[config.mk]
export PLATFORM = sky130hd
export DESIGN_NAME = bp_counter_table_flat
export DESIGN_NICKNAME = d
export VERILOG_FILES = /design/src/rtl/bp_counter_table_if.sv /design/src/rtl/bp_counter_table.sv /design/src/flat_wrapper.sv
export SDC_FILE = /design/constraint.sdc
export NUM_CORES = 1
export LEC_CHECK = 0
export CORE_MARGIN = 10
export CORE_UTILIZATION = 45
export CTS_BUF_LIST = sky130_fd_sc_hd__clkbuf_4
export DETAILED_ROUTE_END_ITERATION = 16
export GPL_ROUTABILITY_DRIVEN = 0
export PLACE_DENSITY = 0.66
export RECOVER_POWER = 50
export SLEW_MARGIN = 5
export SYNTH_ARGS = -nofsm -noshare
export SYNTH_HDL_FRONTEND = slang
export SYNTH_SLANG_ARGS = --single-unit
[constraint.sdc]
create_clock -name clk -period 6.05 [get_ports clk]
set_input_delay 0.605 -clock clk [delete_from_list [all_inputs] [get_ports clk]]
set_output_delay 0.605 -clock clk [all_outputs]
set_load 0.05 [all_outputs]
[src/rtl/bp_counter_table_if.sv]
// Lookup/update bus between fetch, execute and the bp_counter_table predictor.
// The master drives requests; the slave (predictor) returns registered predictions.
interface bp_counter_table_if #(
    parameter int PC_WIDTH = 32,
    parameter int IDX_BITS = 6
);
    logic                lookup;
    logic [PC_WIDTH-1:0] lookup_pc;
    logic                prediction;
    logic                pred_valid;
    logic [IDX_BITS-1:0] pred_hist;
    logic                branch;
    logic [PC_WIDTH-1:0] upd_pc;
    logic                taken;
    logic [IDX_BITS-1:0] upd_hist;

    modport master (
        output lookup, lookup_pc, branch, upd_pc, taken, upd_hist,
        input  prediction, pred_valid, pred_hist
    );

    modport slave (
        input  lookup, lookup_pc, branch, upd_pc, taken, upd_hist,
        output prediction, pred_valid, pred_hist
    );
endinterface

[src/rtl/bp_counter_table.sv]
// Table of 2^IDX_BITS saturating counters with a 1-cycle registered lookup and one update per cycle.
// Define BP_COUNTER_TABLE_GHR_EN for gshare indexing; otherwise the table is bimodal.
module bp_counter_table #(
    parameter int CNT_WIDTH = 2,
    parameter int IDX_BITS  = 6,
    parameter int PC_WIDTH  = 32
) (
    input logic               clk,
    input logic               reset,
    bp_counter_table_if.slave bus
);
    localparam int ENTRIES = 1 << IDX_BITS;
    localparam logic [CNT_WIDTH-1:0] CNT_MAX  = '1;
    localparam logic [CNT_WIDTH-1:0] CNT_INIT = CNT_WIDTH'((1 << (CNT_WIDTH - 1)) - 1);

    logic [CNT_WIDTH-1:0] table_q [ENTRIES];
    logic [IDX_BITS-1:0]  lk_idx;
    logic [IDX_BITS-1:0]  upd_idx;
    logic [IDX_BITS-1:0]  lk_hist;
    logic [CNT_WIDTH-1:0] upd_cnt;
    logic [CNT_WIDTH-1:0] upd_cnt_d;
    logic                 prediction_q;
    logic                 pred_valid_q;
    logic [IDX_BITS-1:0]  pred_hist_q;
    logic                 unused_pc;

    // Only the word-index bits of the PCs select an entry.
    assign unused_pc = ^{bus.lookup_pc, bus.upd_pc};

`ifdef BP_COUNTER_TABLE_GHR_EN
    logic [IDX_BITS-1:0] ghr_q;
    logic [IDX_BITS-1:0] ghr_d;

    assign lk_idx  = bus.lookup_pc[IDX_BITS+1:2] ^ ghr_q;
    assign upd_idx = bus.upd_pc[IDX_BITS+1:2] ^ bus.upd_hist;
    assign lk_hist = ghr_q;
    assign ghr_d   = IDX_BITS'({ghr_q, bus.taken});

    // NOTE: non-blocking assignments keep the same-edge lookup on the pre-shift history.
    always_ff @(posedge clk) begin
        if (reset) begin
            ghr_q <= '0;
        end else if (bus.branch) begin
            ghr_q <= ghr_d;
        end
    end
`else
    logic unused_hist;

    assign lk_idx      = bus.lookup_pc[IDX_BITS+1:2];
    assign upd_idx     = bus.upd_pc[IDX_BITS+1:2];
    assign lk_hist     = '0;
    assign unused_hist = ^bus.upd_hist;
`endif

    // NOTE: defaulting upd_cnt_d to the current value first keeps this block latch-free.
    always_comb begin
        upd_cnt   = table_q[upd_idx];
        upd_cnt_d = upd_cnt;
        if (bus.taken && upd_cnt != CNT_MAX) begin
            upd_cnt_d = upd_cnt + 1'b1;
        end else if (!bus.taken && upd_cnt != '0) begin
            upd_cnt_d = upd_cnt - 1'b1;
        end
    end

    // NOTE: every entry must read weakly not-taken right after reset, so the table is
    // flop-based and cleared in place rather than mapped to a RAM macro.
    always_ff @(posedge clk) begin
        if (reset) begin
            for (int i = 0; i < ENTRIES; i++) begin
                table_q[i] <= CNT_INIT;
            end
        end else if (bus.branch) begin
            table_q[upd_idx] <= upd_cnt_d;
        end
    end

    // Lookup reads table_q before this edge's update lands: read-old, no bypass.
    always_ff @(posedge clk) begin
        if (reset) begin
            prediction_q <= 1'b0;
            pred_valid_q <= 1'b0;
            pred_hist_q  <= '0;
        end else begin
            pred_valid_q <= bus.lookup;
            if (bus.lookup) begin
                prediction_q <= table_q[lk_idx][CNT_WIDTH-1];
                pred_hist_q  <= lk_hist;
            end
        end
    end

    assign bus.prediction = prediction_q;
    assign bus.pred_valid = pred_valid_q;
    assign bus.pred_hist  = pred_hist_q;
endmodule

[src/flat_wrapper.sv]
// flat-port wrapper written by rule: the top's interface ports become plain ports
module bp_counter_table_flat 
#(
    parameter int CNT_WIDTH = 2,
    parameter int IDX_BITS  = 6,
    parameter int PC_WIDTH  = 32
)
  (clk, reset, bus_lookup, bus_lookup_pc, bus_branch, bus_upd_pc, bus_taken, bus_upd_hist, bus_prediction, bus_pred_valid, bus_pred_hist);
  bp_counter_table_if #(.PC_WIDTH(PC_WIDTH), .IDX_BITS(IDX_BITS)) bus_i ();
  input logic clk;
  input logic reset;
  input wire logic [$bits(bus_i.lookup)-1:0] bus_lookup;
  input wire logic [$bits(bus_i.lookup_pc)-1:0] bus_lookup_pc;
  input wire logic [$bits(bus_i.branch)-1:0] bus_branch;
  input wire logic [$bits(bus_i.upd_pc)-1:0] bus_upd_pc;
  input wire logic [$bits(bus_i.taken)-1:0] bus_taken;
  input wire logic [$bits(bus_i.upd_hist)-1:0] bus_upd_hist;
  output wire logic [$bits(bus_i.prediction)-1:0] bus_prediction;
  output wire logic [$bits(bus_i.pred_valid)-1:0] bus_pred_valid;
  output wire logic [$bits(bus_i.pred_hist)-1:0] bus_pred_hist;
  assign bus_i.lookup = bus_lookup;
  assign bus_i.lookup_pc = bus_lookup_pc;
  assign bus_i.branch = bus_branch;
  assign bus_i.upd_pc = bus_upd_pc;
  assign bus_i.taken = bus_taken;
  assign bus_i.upd_hist = bus_upd_hist;
  assign bus_prediction = bus_i.prediction;
  assign bus_pred_valid = bus_i.pred_valid;
  assign bus_pred_hist = bus_i.pred_hist;
  bp_counter_table #(.CNT_WIDTH(CNT_WIDTH), .IDX_BITS(IDX_BITS), .PC_WIDTH(PC_WIDTH)) u_core (.clk(clk), .reset(reset), .bus(bus_i));
endmodule
==> out/metrics.cfg <==
[routing]
drtPass1Iterations=7
vias_per_cell=6.27
drc=0
drt.antenna.violating_nets=0
drt_iter0_drc=655
vias=5839
finalWirelength_um=21500
wl_per_cell_um=23.1

[yosys]
synth-seq-cells=130
yosysWarnings=0
syn_inst=706
avgSynthCellArea_um2=11.1
seq_area_frac_synth_pct=49.4
ys_types=59
synth-edff-count=128
ys.flop_type=edfxtp_1
postSynth.asyncResetShare_pct=0
netlist_area_um2=7860

[timing]
maxSlewViolCount=69
timing.fmax_mhz=215
finalCritPeriodShare_pct=76.7
finClkSkew_ns=0.0176
layout_setup_ws_ns=1.41
setup_tns_ns=0
hold_viol=0
slew_headroom_pct=-94.2
finalCriticalPeriod_ns=4.64
rsz0062_at_grt=false
tightest_slew_ns=2.91
finalSetupViolations=0

[floorplan]
rows=48
core_um2=17200
ios=83
die_y_um=152
die_w_um=152
start_util_pct=45.6
dieArea_um2=23200

[cts]
clkSlewWorstSetupHoldPaths_ns=0.12
hold_buffers=0
worstSkewPairLatency_ns=0.57
cts_sinks=130
cts_tree=done
ctsHtreeMaxLevel=4
clockRootBuffer=clkbuf_4
cts-buffers-inserted=17
post_cts_resize_count=0
postCtsSetupBuffers=0
clock_path_buffers=2

[pwr]
seqPwrFrac_pct=48.6
finalPower_mw=2.09
peakVddDrop_mv=0.147
power.density_nw_per_um2=249
p_leak_nw=2.78
power_frac_comb_pct=17.5
netSwitchingFraction_pct=28.9
clock_power_share_pct=33.9
internal_power_mw=1.49
p_sw_uw=605

[place]
io_buffer_count=18
placed_cell_area_um2=8070
pre_cts_slack_ns=0.902
dp_hpwl_um=13700

[run_status]
violations=max-capacitance violations, max-slew violations
status=finished, violations left

[finish]
fin_area_um2=8410
layout_common_cells=128 x edfxtp_1, 54 x nor2_1, 46 x nand2_1, 46 x o21ai_0, 44 x or2_2
fill_cells=1531
syn2layout_area_growth_pct=6.99
multi_input_area_um2=3550
regArea_um2=3880
layout.nets=770
final_common_cell=edfxtp_1
drive_above_1_share_pct=19.4

[grt]
grt_usage_pct=18.3
grt_first_pass_wirelength_um=33600
antenna_found_initial=1
grt_pass1_vias=5777
overflow=0
grt_max_degree=69

[min_path]
min_path_type=register to register

[worst_setup_path]
cp-start-kind=input pin
worstSetupPathType=input pin to register
endpoint_kind=register
arrival_ns=4.95
cp_max_fo=32
required_ns=6.36

[flow_run]
drv_cap=1

==> cell families (layout without fill, tap and decap cells) <==
kind of cell             after synthesis  after routing  synth area share, %
buffers and inverters                 78             73                 5.91
other                                  1              7               0.0477
multiplexers                          60             60                 11.8
AND/OR/NAND/NOR                      250            250                 16.9
flip-flops                           130            130                 49.4
AO/OA/AOI/OAI                        185            185                 15.6
adder cells (fa/ha/maj)                2              2                0.318
==> area by class of cell <==
class	instances	area share (%)
Inverter	7	0.312
Tap cell	225	3.35
Sequential cell	130	46.2
Timing Repair Buffer	34	3.79
Clock inverter	15	2.54
Multi-Input combinational cell	503	42.3
Clock buffer	17	1.52
Antenna cell	1	0.0298
==> power by group through the flow <==
| stage | Clock [mW] | Combinational (mW) | Sequential, mW |
|---|---|---|---|
| 2_1_floorplan | 0 | 0.248 | 1.03 |
| 3_3_place_gp | 0 | 0.353 | 1.04 |
| 3_5_place_dp | 0 | 0.358 | 1.04 |
| 4_1_cts | 0.714 | 0.358 | 1.02 |
| 5_1_grt | 0.754 | 0.388 | 1.02 |
| 6_report | 0.709 | 0.366 | 1.02 |
==> state kept, by name (all words and copies together), names as in the netlist <==
name / flops
u_core.bus.prediction: 1
u_core.table_q: 128
u_core.bus.pred_valid: 1
==> path summary, 6_finish.rpt <==
path,from,endpoint,slack [ns],depth (start not counted)
setup / recovery,bus_upd_pc[3],u_core.table_q[15][1]$_SDFFCE_PN0P_,1.41,12
hold / removal,u_core.bus.prediction$_SDFFE_PP0P_,u_core.bus.prediction$_SDFFE_PP0P_,0.64,2
setup reg to reg,u_core.table_q[11][0]$_SDFFCE_PN1P_,u_core.table_q[15][1]$_SDFFCE_PN0P_,2.34,11
hold reg to reg,u_core.bus.prediction$_SDFFE_PP0P_,u_core.bus.prediction$_SDFFE_PP0P_,0.64,2
==> cell usage after synthesis, types with 14 or more instances <==
cell type  instances  area (µm²)
edfxtp_1         128        3840
or2_2             44         275
nand2_1           46         173
nand3_1           18        90.1
o21ai_0           46         230
a21oi_1           37         185
mux2i_1           33         330
a21boi_0          38         285
clkbuf_1          32         120
nand2b_1          40         250
mux4_2            26         586
o21bai_1          22         165
buf_4             14         105
nor2_1            54         203
==> through the flow <==
stage | std cells | hold WS (ns) | util [%]
global placement | 899 | 0.630 | 46.8
global route | 932 | 0.647 | 48.8
finish | 932 | 0.644 | 48.8
CTS | 931 | 0.630 | 48.8
floorplan | 711 | 0.688 | -
detailed placement | 899 | 0.621 | 46.8
==> critical path, stage by stage <==
cell and delay, ns:
clkdlybuf4s50_1 0.80, nand2b_1 0.52, o221ai_1 0.28, a22o_1 0.33, a2111oi_2 0.69, and2_1 0.26
ha_1 0.28, nor2_1 0.11, a21oi_1 0.11, o21ai_4 0.38, buf_4 0.42, a21boi_0 0.15
==> per-layer routing <==
layer / track usage (%) / up-vias / share of wire, %
li1: - / 2572 / -
met1: 24.4 / 2897 / 40
met2: 28.0 / 327 / 47
met3: 4.35 / 43 / 9.9
met4: 7.52 / 0 / 3.0
met5: 0 / - / 0
Note: power is estimated with default switching activity, not from simulation.
